## src/rtl/control_sequencer.sv

```systemverilog
// Hardwired control unit for the Mini-SRC single-bus datapath: fetch in T0-T2,
// execute in T3-T7, with memory wait states held until mem_ready is sampled high.
module control_sequencer (
  input  logic        clock,
  input  logic        reset,
  input  logic [31:0] ir,
  input  logic        mem_ready,
  output logic        PCout,
  output logic        Zhighout,
  output logic        Zlowout,
  output logic        MDRout,
  output logic        HIout,
  output logic        LOout,
  output logic        InPortout,
  output logic        Cout,
  output logic        PCin,
  output logic        IRin,
  output logic        MARin,
  output logic        MDRin,
  output logic        Yin,
  output logic        Zin,
  output logic        HIin,
  output logic        LOin,
  output logic        OutPortin,
  output logic        Gra,
  output logic        Grb,
  output logic        Grc,
  output logic        Rin,
  output logic        Rout,
  output logic        BAout,
  output logic        IncPC,
  output logic        Read,
  output logic        Write,
  output logic [4:0]  alu_op,
  output logic        run,
  output logic        illegal,
  output logic [3:0]  dbg_state
);

  typedef enum logic [3:0] {T0, T1, T2, T3, T4, T5, T6, T7, HALT} state_t;

  typedef struct packed {
    logic pc_out, zhigh_out, zlow_out, mdr_out, hi_out, lo_out, inport_out, c_out;
    logic pc_in, ir_in, mar_in, mdr_in, y_in, z_in, hi_in, lo_in, outport_in;
    logic gra, grb, grc, r_in, r_out, ba_out, inc_pc, read, write, illegal;
    logic [4:0] alu_op;
  } ctl_t;

  localparam logic [4:0] OP_LD = 5'd0, OP_ST = 5'd2, OP_HALT = 5'd27;

  state_t     state, state_next;
  ctl_t       c, ctl;
  logic [4:0] op;
  logic [3:0] step_full;
  logic [2:0] step, last_step;
  logic       in_wait;
  logic       ir_unused;

  assign op        = ir[31:27];
  assign ir_unused = ^ir[26:0];
  assign step_full = state - T3;
  assign step      = step_full[2:0];

  // Index of the final execute step, and whether this step is a memory wait.
  always_comb begin
    last_step = 3'd0;
    if (op == OP_LD || op == OP_ST)                   last_step = 3'd4;
    else if (op == 5'd1 || (op >= 5'd3 && op <= 5'd14)) last_step = 3'd2;
    else if (op == 5'd15 || op == 5'd16)              last_step = 3'd3;
    else if (op == 5'd17 || op == 5'd18)              last_step = 3'd1;
    in_wait = (op == OP_LD && step == 3'd3) || (op == OP_ST && step == 3'd4);
  end

  always_ff @(posedge clock) begin
    if (reset) state <= T0;
    else       state <= state_next;
  end

  always_comb begin
    state_next = state;
    case (state)
      T0: state_next = T1;
      T1: if (mem_ready) state_next = T2;
      T2: state_next = T3;
      T3, T4, T5, T6, T7: begin
        if (state == T3 && op == OP_HALT) state_next = HALT;
        else if (in_wait && !mem_ready)   state_next = state;
        else if (step == last_step)       state_next = T0;
        else                              state_next = state_t'(state + 4'd1);
      end
      HALT: state_next = HALT;
      default: state_next = T0;
    endcase
  end

  always_comb begin
    c = '0;
    case (state)
      T0: begin c.pc_out = 1'b1; c.mar_in = 1'b1; c.inc_pc = 1'b1; c.z_in = 1'b1; end
      T1: begin c.zlow_out = 1'b1; c.pc_in = 1'b1; c.read = 1'b1; c.mdr_in = 1'b1; end
      T2: begin c.mdr_out = 1'b1; c.ir_in = 1'b1; end
      T3, T4, T5, T6, T7: begin
        if (op >= 5'd3 && op <= 5'd14) begin
          case (step)
            3'd0: begin c.grb = 1'b1; c.r_out = 1'b1; c.y_in = 1'b1; end
            3'd1: begin
              c.z_in = 1'b1;
              if (op <= 5'd11) begin
                c.grc = 1'b1; c.r_out = 1'b1; c.alu_op = op;
              end else begin
                c.c_out  = 1'b1;
                c.alu_op = (op == 5'd12) ? 5'd3 : (op == 5'd13) ? 5'd5 : 5'd6;
              end
            end
            default: begin c.zlow_out = 1'b1; c.gra = 1'b1; c.r_in = 1'b1; end
          endcase
        end else if (op <= 5'd2) begin
          // ldi, ld and st share the base-plus-constant address computation.
          case (step)
            3'd0: begin c.grb = 1'b1; c.ba_out = 1'b1; c.y_in = 1'b1; end
            3'd1: begin c.c_out = 1'b1; c.z_in = 1'b1; c.alu_op = 5'd3; end
            3'd2: begin
              c.zlow_out = 1'b1;
              if (op == 5'd1) begin c.gra = 1'b1; c.r_in = 1'b1; end
              else            c.mar_in = 1'b1;
            end
            3'd3: begin
              c.mdr_in = 1'b1;
              if (op == OP_LD) c.read = 1'b1;
              else begin c.gra = 1'b1; c.r_out = 1'b1; end
            end
            default: begin
              if (op == OP_LD) begin c.mdr_out = 1'b1; c.gra = 1'b1; c.r_in = 1'b1; end
              else             c.write = 1'b1;
            end
          endcase
        end else if (op == 5'd15 || op == 5'd16) begin
          case (step)
            3'd0: begin c.gra = 1'b1; c.r_out = 1'b1; c.y_in = 1'b1; end
            3'd1: begin c.grb = 1'b1; c.r_out = 1'b1; c.z_in = 1'b1; c.alu_op = op; end
            3'd2: begin c.zlow_out = 1'b1; c.lo_in = 1'b1; end
            default: begin c.zhigh_out = 1'b1; c.hi_in = 1'b1; end
          endcase
        end else if (op == 5'd17 || op == 5'd18) begin
          if (step == 3'd0) begin c.grb = 1'b1; c.r_out = 1'b1; c.z_in = 1'b1; c.alu_op = op; end
          else begin c.zlow_out = 1'b1; c.gra = 1'b1; c.r_in = 1'b1; end
        end else begin
          case (op)
            5'd20: begin c.gra = 1'b1; c.r_out = 1'b1; c.pc_in = 1'b1; end
            5'd22: begin c.inport_out = 1'b1; c.gra = 1'b1; c.r_in = 1'b1; end
            5'd23: begin c.gra = 1'b1; c.r_out = 1'b1; c.outport_in = 1'b1; end
            5'd24: begin c.hi_out = 1'b1; c.gra = 1'b1; c.r_in = 1'b1; end
            5'd25: begin c.lo_out = 1'b1; c.gra = 1'b1; c.r_in = 1'b1; end
            5'd26, OP_HALT: ;
            default: c.illegal = (state == T3);
          endcase
        end
      end
      default: ;
    endcase
  end

  // Reset silences every strobe immediately so a pending memory access drops.
  assign ctl       = reset ? '0 : c;
  assign run       = !reset && (state != HALT);
  assign dbg_state = state;

  assign PCout     = ctl.pc_out;
  assign Zhighout  = ctl.zhigh_out;
  assign Zlowout   = ctl.zlow_out;
  assign MDRout    = ctl.mdr_out;
  assign HIout     = ctl.hi_out;
  assign LOout     = ctl.lo_out;
  assign InPortout = ctl.inport_out;
  assign Cout      = ctl.c_out;
  assign PCin      = ctl.pc_in;
  assign IRin      = ctl.ir_in;
  assign MARin     = ctl.mar_in;
  assign MDRin     = ctl.mdr_in;
  assign Yin       = ctl.y_in;
  assign Zin       = ctl.z_in;
  assign HIin      = ctl.hi_in;
  assign LOin      = ctl.lo_in;
  assign OutPortin = ctl.outport_in;
  assign Gra       = ctl.gra;
  assign Grb       = ctl.grb;
  assign Grc       = ctl.grc;
  assign Rin       = ctl.r_in;
  assign Rout      = ctl.r_out;
  assign BAout     = ctl.ba_out;
  assign IncPC     = ctl.inc_pc;
  assign Read      = ctl.read;
  assign Write     = ctl.write;
  assign illegal   = ctl.illegal;
  assign alu_op    = ctl.alu_op;

endmodule

```

## config.mk

```make
export PLATFORM = sky130hd
export DESIGN_NAME = control_sequencer
export DESIGN_NICKNAME = d
export VERILOG_FILES = /design/src/rtl/control_sequencer.sv
export SDC_FILE = /design/constraint.sdc
export NUM_CORES = 1
export LEC_CHECK = 0
export ABC_CLOCK_PERIOD_IN_PS = 2900
export CORE_MARGIN = 5
export CORE_UTILIZATION = 42
export DETAILED_ROUTE_END_ITERATION = 10
export HOLD_SLACK_MARGIN = 0.05
export PLACE_DENSITY_LB_ADDON = 0.08
export SYNTH_ARGS = -nofsm -noshare
export SYNTH_HDL_FRONTEND = slang
export SYNTH_SLANG_ARGS = --single-unit
export TNS_END_PERCENT = 100
```

## constraint.sdc

```tcl
create_clock -name clock -period 2.9 [get_ports clock]
set_input_delay 0.58 -clock clock [delete_from_list [all_inputs] [get_ports clock]]
set_output_delay 0.58 -clock clock [all_outputs]
set_load 0.005 [all_outputs]
```

==> impl_metrics.toml <==
[logic_synthesis]
postSynthAreaPerCell_um2 = 6.282
synth_edf_count = 0
ys_seq_elements = 4
syn-cell-area_um2 = 1533
synthArstFlopShare = 0
yosys_warnings = 0
ys_seq_area_frac = 0.05224
synth_cell_types = 60
synth_nets = 287
synthFlopType = "dfxtp_1"
synthesis.instances = 244

[sta]
worstMarginPinSlew_ns = 0.3470
min_period_ns = 3.026
drv_slew = 0
hold_violations = 0
rsz0062_at_grt = "true"
timing.final.ws_setup_ns = -0.1258
fin_crit_sh = 1.043
max_freq_ghz = 0.3305
setup_viol = 10
max_slew_margin = 0.7656
skew_ns = 0.002051

[detailed_routing]
totalWireLength_um = 7354
num_vias = 2498
post_drt_wl_per_cell_um = 17.72
viasPerCell = 6.019
ant_nets = 0
drt_iter0_drc = 337
drc = 0
drt_first_pass_iters = 5

[floorplanning]
coreArea_um2 = 3606
start_util = 0.4251
die-area_um2 = 4958
io_pins = 72
num_rows = 22
die_w_um = 70.41
die-height_um = 70.41

[pwr]
p_total_mw = 1.257
pwr_density_cell_nw_per_um2 = 428.4
ir_drop_mv = 0.5260
cellLeakagePower_nw = 1.385

[cts]
clkSinkCount = 4
insertion_delay_ns = 0.22
cts_tree = "done"
htreeDepth = 1
postCtsHoldBufs = 0
cts_buffers = 3
worst_setup_hold_path_clk_slew_ns = 0.03
clockBufferDepth = 2
cts_root_buf = "clkbuf_8"

[place]
numPortBuffers = 44
pre_cts_slack_ns = -0.4867
dp_hpwl_um = 5097
place_congestion = 0.9108

[cells_and_area]
most-common-layout-cells = "buf_4 (90), nand2_1 (28), nor2_1 (21)"
drive_gt1_frac = 0.4387
largest_reg_flops = 4
syn2layout_area_growth_pct = 91.43
fillCellCount = 250
antennaDiodeCount = 0
final_common_cell = "buf_4"
nNetsFinal = 412

[global_route]
grt_pass1_vias = 2279
grt_max_degree = 12
grt_pass1_wl_um = 11110
grt_overflow = 0
grtUsageTotal = 0.2690
antenna_found_initial = 0

[critical_path]
rrSetupSlack_ns = 0.64
required_ns = 2.32
cp_max_fo = 4
path_class = "register to output port"
cp-start-kind = "register"
crit_path_end_kind = "output port"
critPathArrivalTime_ns = 2.45

[job]
drv_cap = 0

[run_status]
status = "finished, violations left"
violations = "negative setup slack"

[hold_path]
hp-class = "register to register"
==> timing repair <==
| item | CTS | global route |
|---|---|---|
| setup endpoints to repair | 29 | 21 |
| buffers inserted | 11 | 4 |
| gates resized for setup | 80 | 35 |
| pin swaps | 15 | 5 |
| gates cloned | 0 | 1 |
==> cell type report <==
cell class / count / area (µm²) / share of cell area
multi-input combinational: 210 / 1520 / 0.5181
timing repair buffer: 143 / 1196 / 0.4077
sequential: 4 / 86.33 / 0.02942
tap: 48 / 60.06 / 0.02047
clock buffer: 3 / 41.29 / 0.01407
inverter: 7 / 30.03 / 0.01023
==> power by group <==
part           switching (mW)  internal [mW]
combinational           0.526          0.510
clock                  0.0305         0.0886
sequential             0.0259         0.0755
total                   0.583          0.674
==> routing by layer <==
metal | routed length (µm) | vias up | track usage | part of all wire
met5 | 0 | - | 0 | 0
met4 | 177 | 0 | 0.08298 | 0.024
met3 | 411 | 31 | 0.01439 | 0.056
met2 | 3959 | 130 | 0.5042 | 0.54
met1 | 2806 | 1188 | 0.3225 | 0.38
li1 | - | 1149 | - | -
==> final timing paths <==
kind | start | end | cells after the start
worst min-delay path | dbg_state[0] | dbg_state[0] | 3
worst max-delay path | dbg_state[0] | Gra | 9
worst max register to register | dbg_state[0] | dbg_state[2] | 10
worst min register to register | dbg_state[0] | dbg_state[0] | 3
==> Yosys cell counts (3+ instances only) <==
cell type,instances,area (µm²)
o31ai_1,4,30.03
a211oi_1,3,22.52
nand3_1,7,35.03
nor3_1,12,60.06
nand2_1,31,116.4
clkbuf_1,6,22.52
and2_1,5,31.28
nand2b_1,6,37.54
ha_1,8,100.1
a21oi_1,20,100.1
nor4_1,3,18.77
xnor2_1,3,26.28
buf_2,7,35.03
buf_4,4,30.03
nor2_1,25,93.84
o21ai_0,11,55.05
o22ai_1,5,31.28
dfxtp_1,4,80.08
o21ai_1,3,15.01
nand4_1,3,18.77
inv_1,7,26.28
a31oi_1,9,56.30
nor2b_1,4,25.02
buf_1,4,15.01
==> logic make-up (layout without fill, tap and decap cells) <==
group / Yosys count / count (layout) / synth area share
simple gates: 116 / 116 / 0.3902
compound gates: 80 / 80 / 0.3527
buf+inv: 30 / 153 / 0.09877
fa+ha+maj: 8 / 8 / 0.06531
xor+xnor: 4 / 4 / 0.02776
flops: 4 / 4 / 0.05225
mux: 2 / 2 / 0.01306
==> per-stage QoR <==
stage | hold WS, ns | cells | utilization | TNS [ns] | area (µm²)
2_1_floorplan | 0.5810 | 244 | - | 0 | 1533
3_3_place_gp | 0.6543 | 396 | 0.7054 | -7.868 | 2544
3_5_place_dp | 0.6570 | 396 | 0.7054 | -8.297 | 2544
4_1_cts | 0.6155 | 410 | 0.7720 | -0.1958 | 2784
5_1_grt | 0.6922 | 415 | 0.8137 | -1.268 | 2934
6_report | 0.6286 | 415 | 0.8137 | -0.3625 | 2934
==> worst max-delay path, cell delays in order (launching register included) <==
cell	delay, ns
dfxtp_2	0.33
buf_4	0.14
ha_1	0.22
or4_4	0.55
a21oi_4	0.17
a311o_1	0.17
o21ai_1	0.09
a21oi_1	0.16
a31o_2	0.17
clkdlybuf4s15_1	0.20
(Power assumes the default switching activity.)
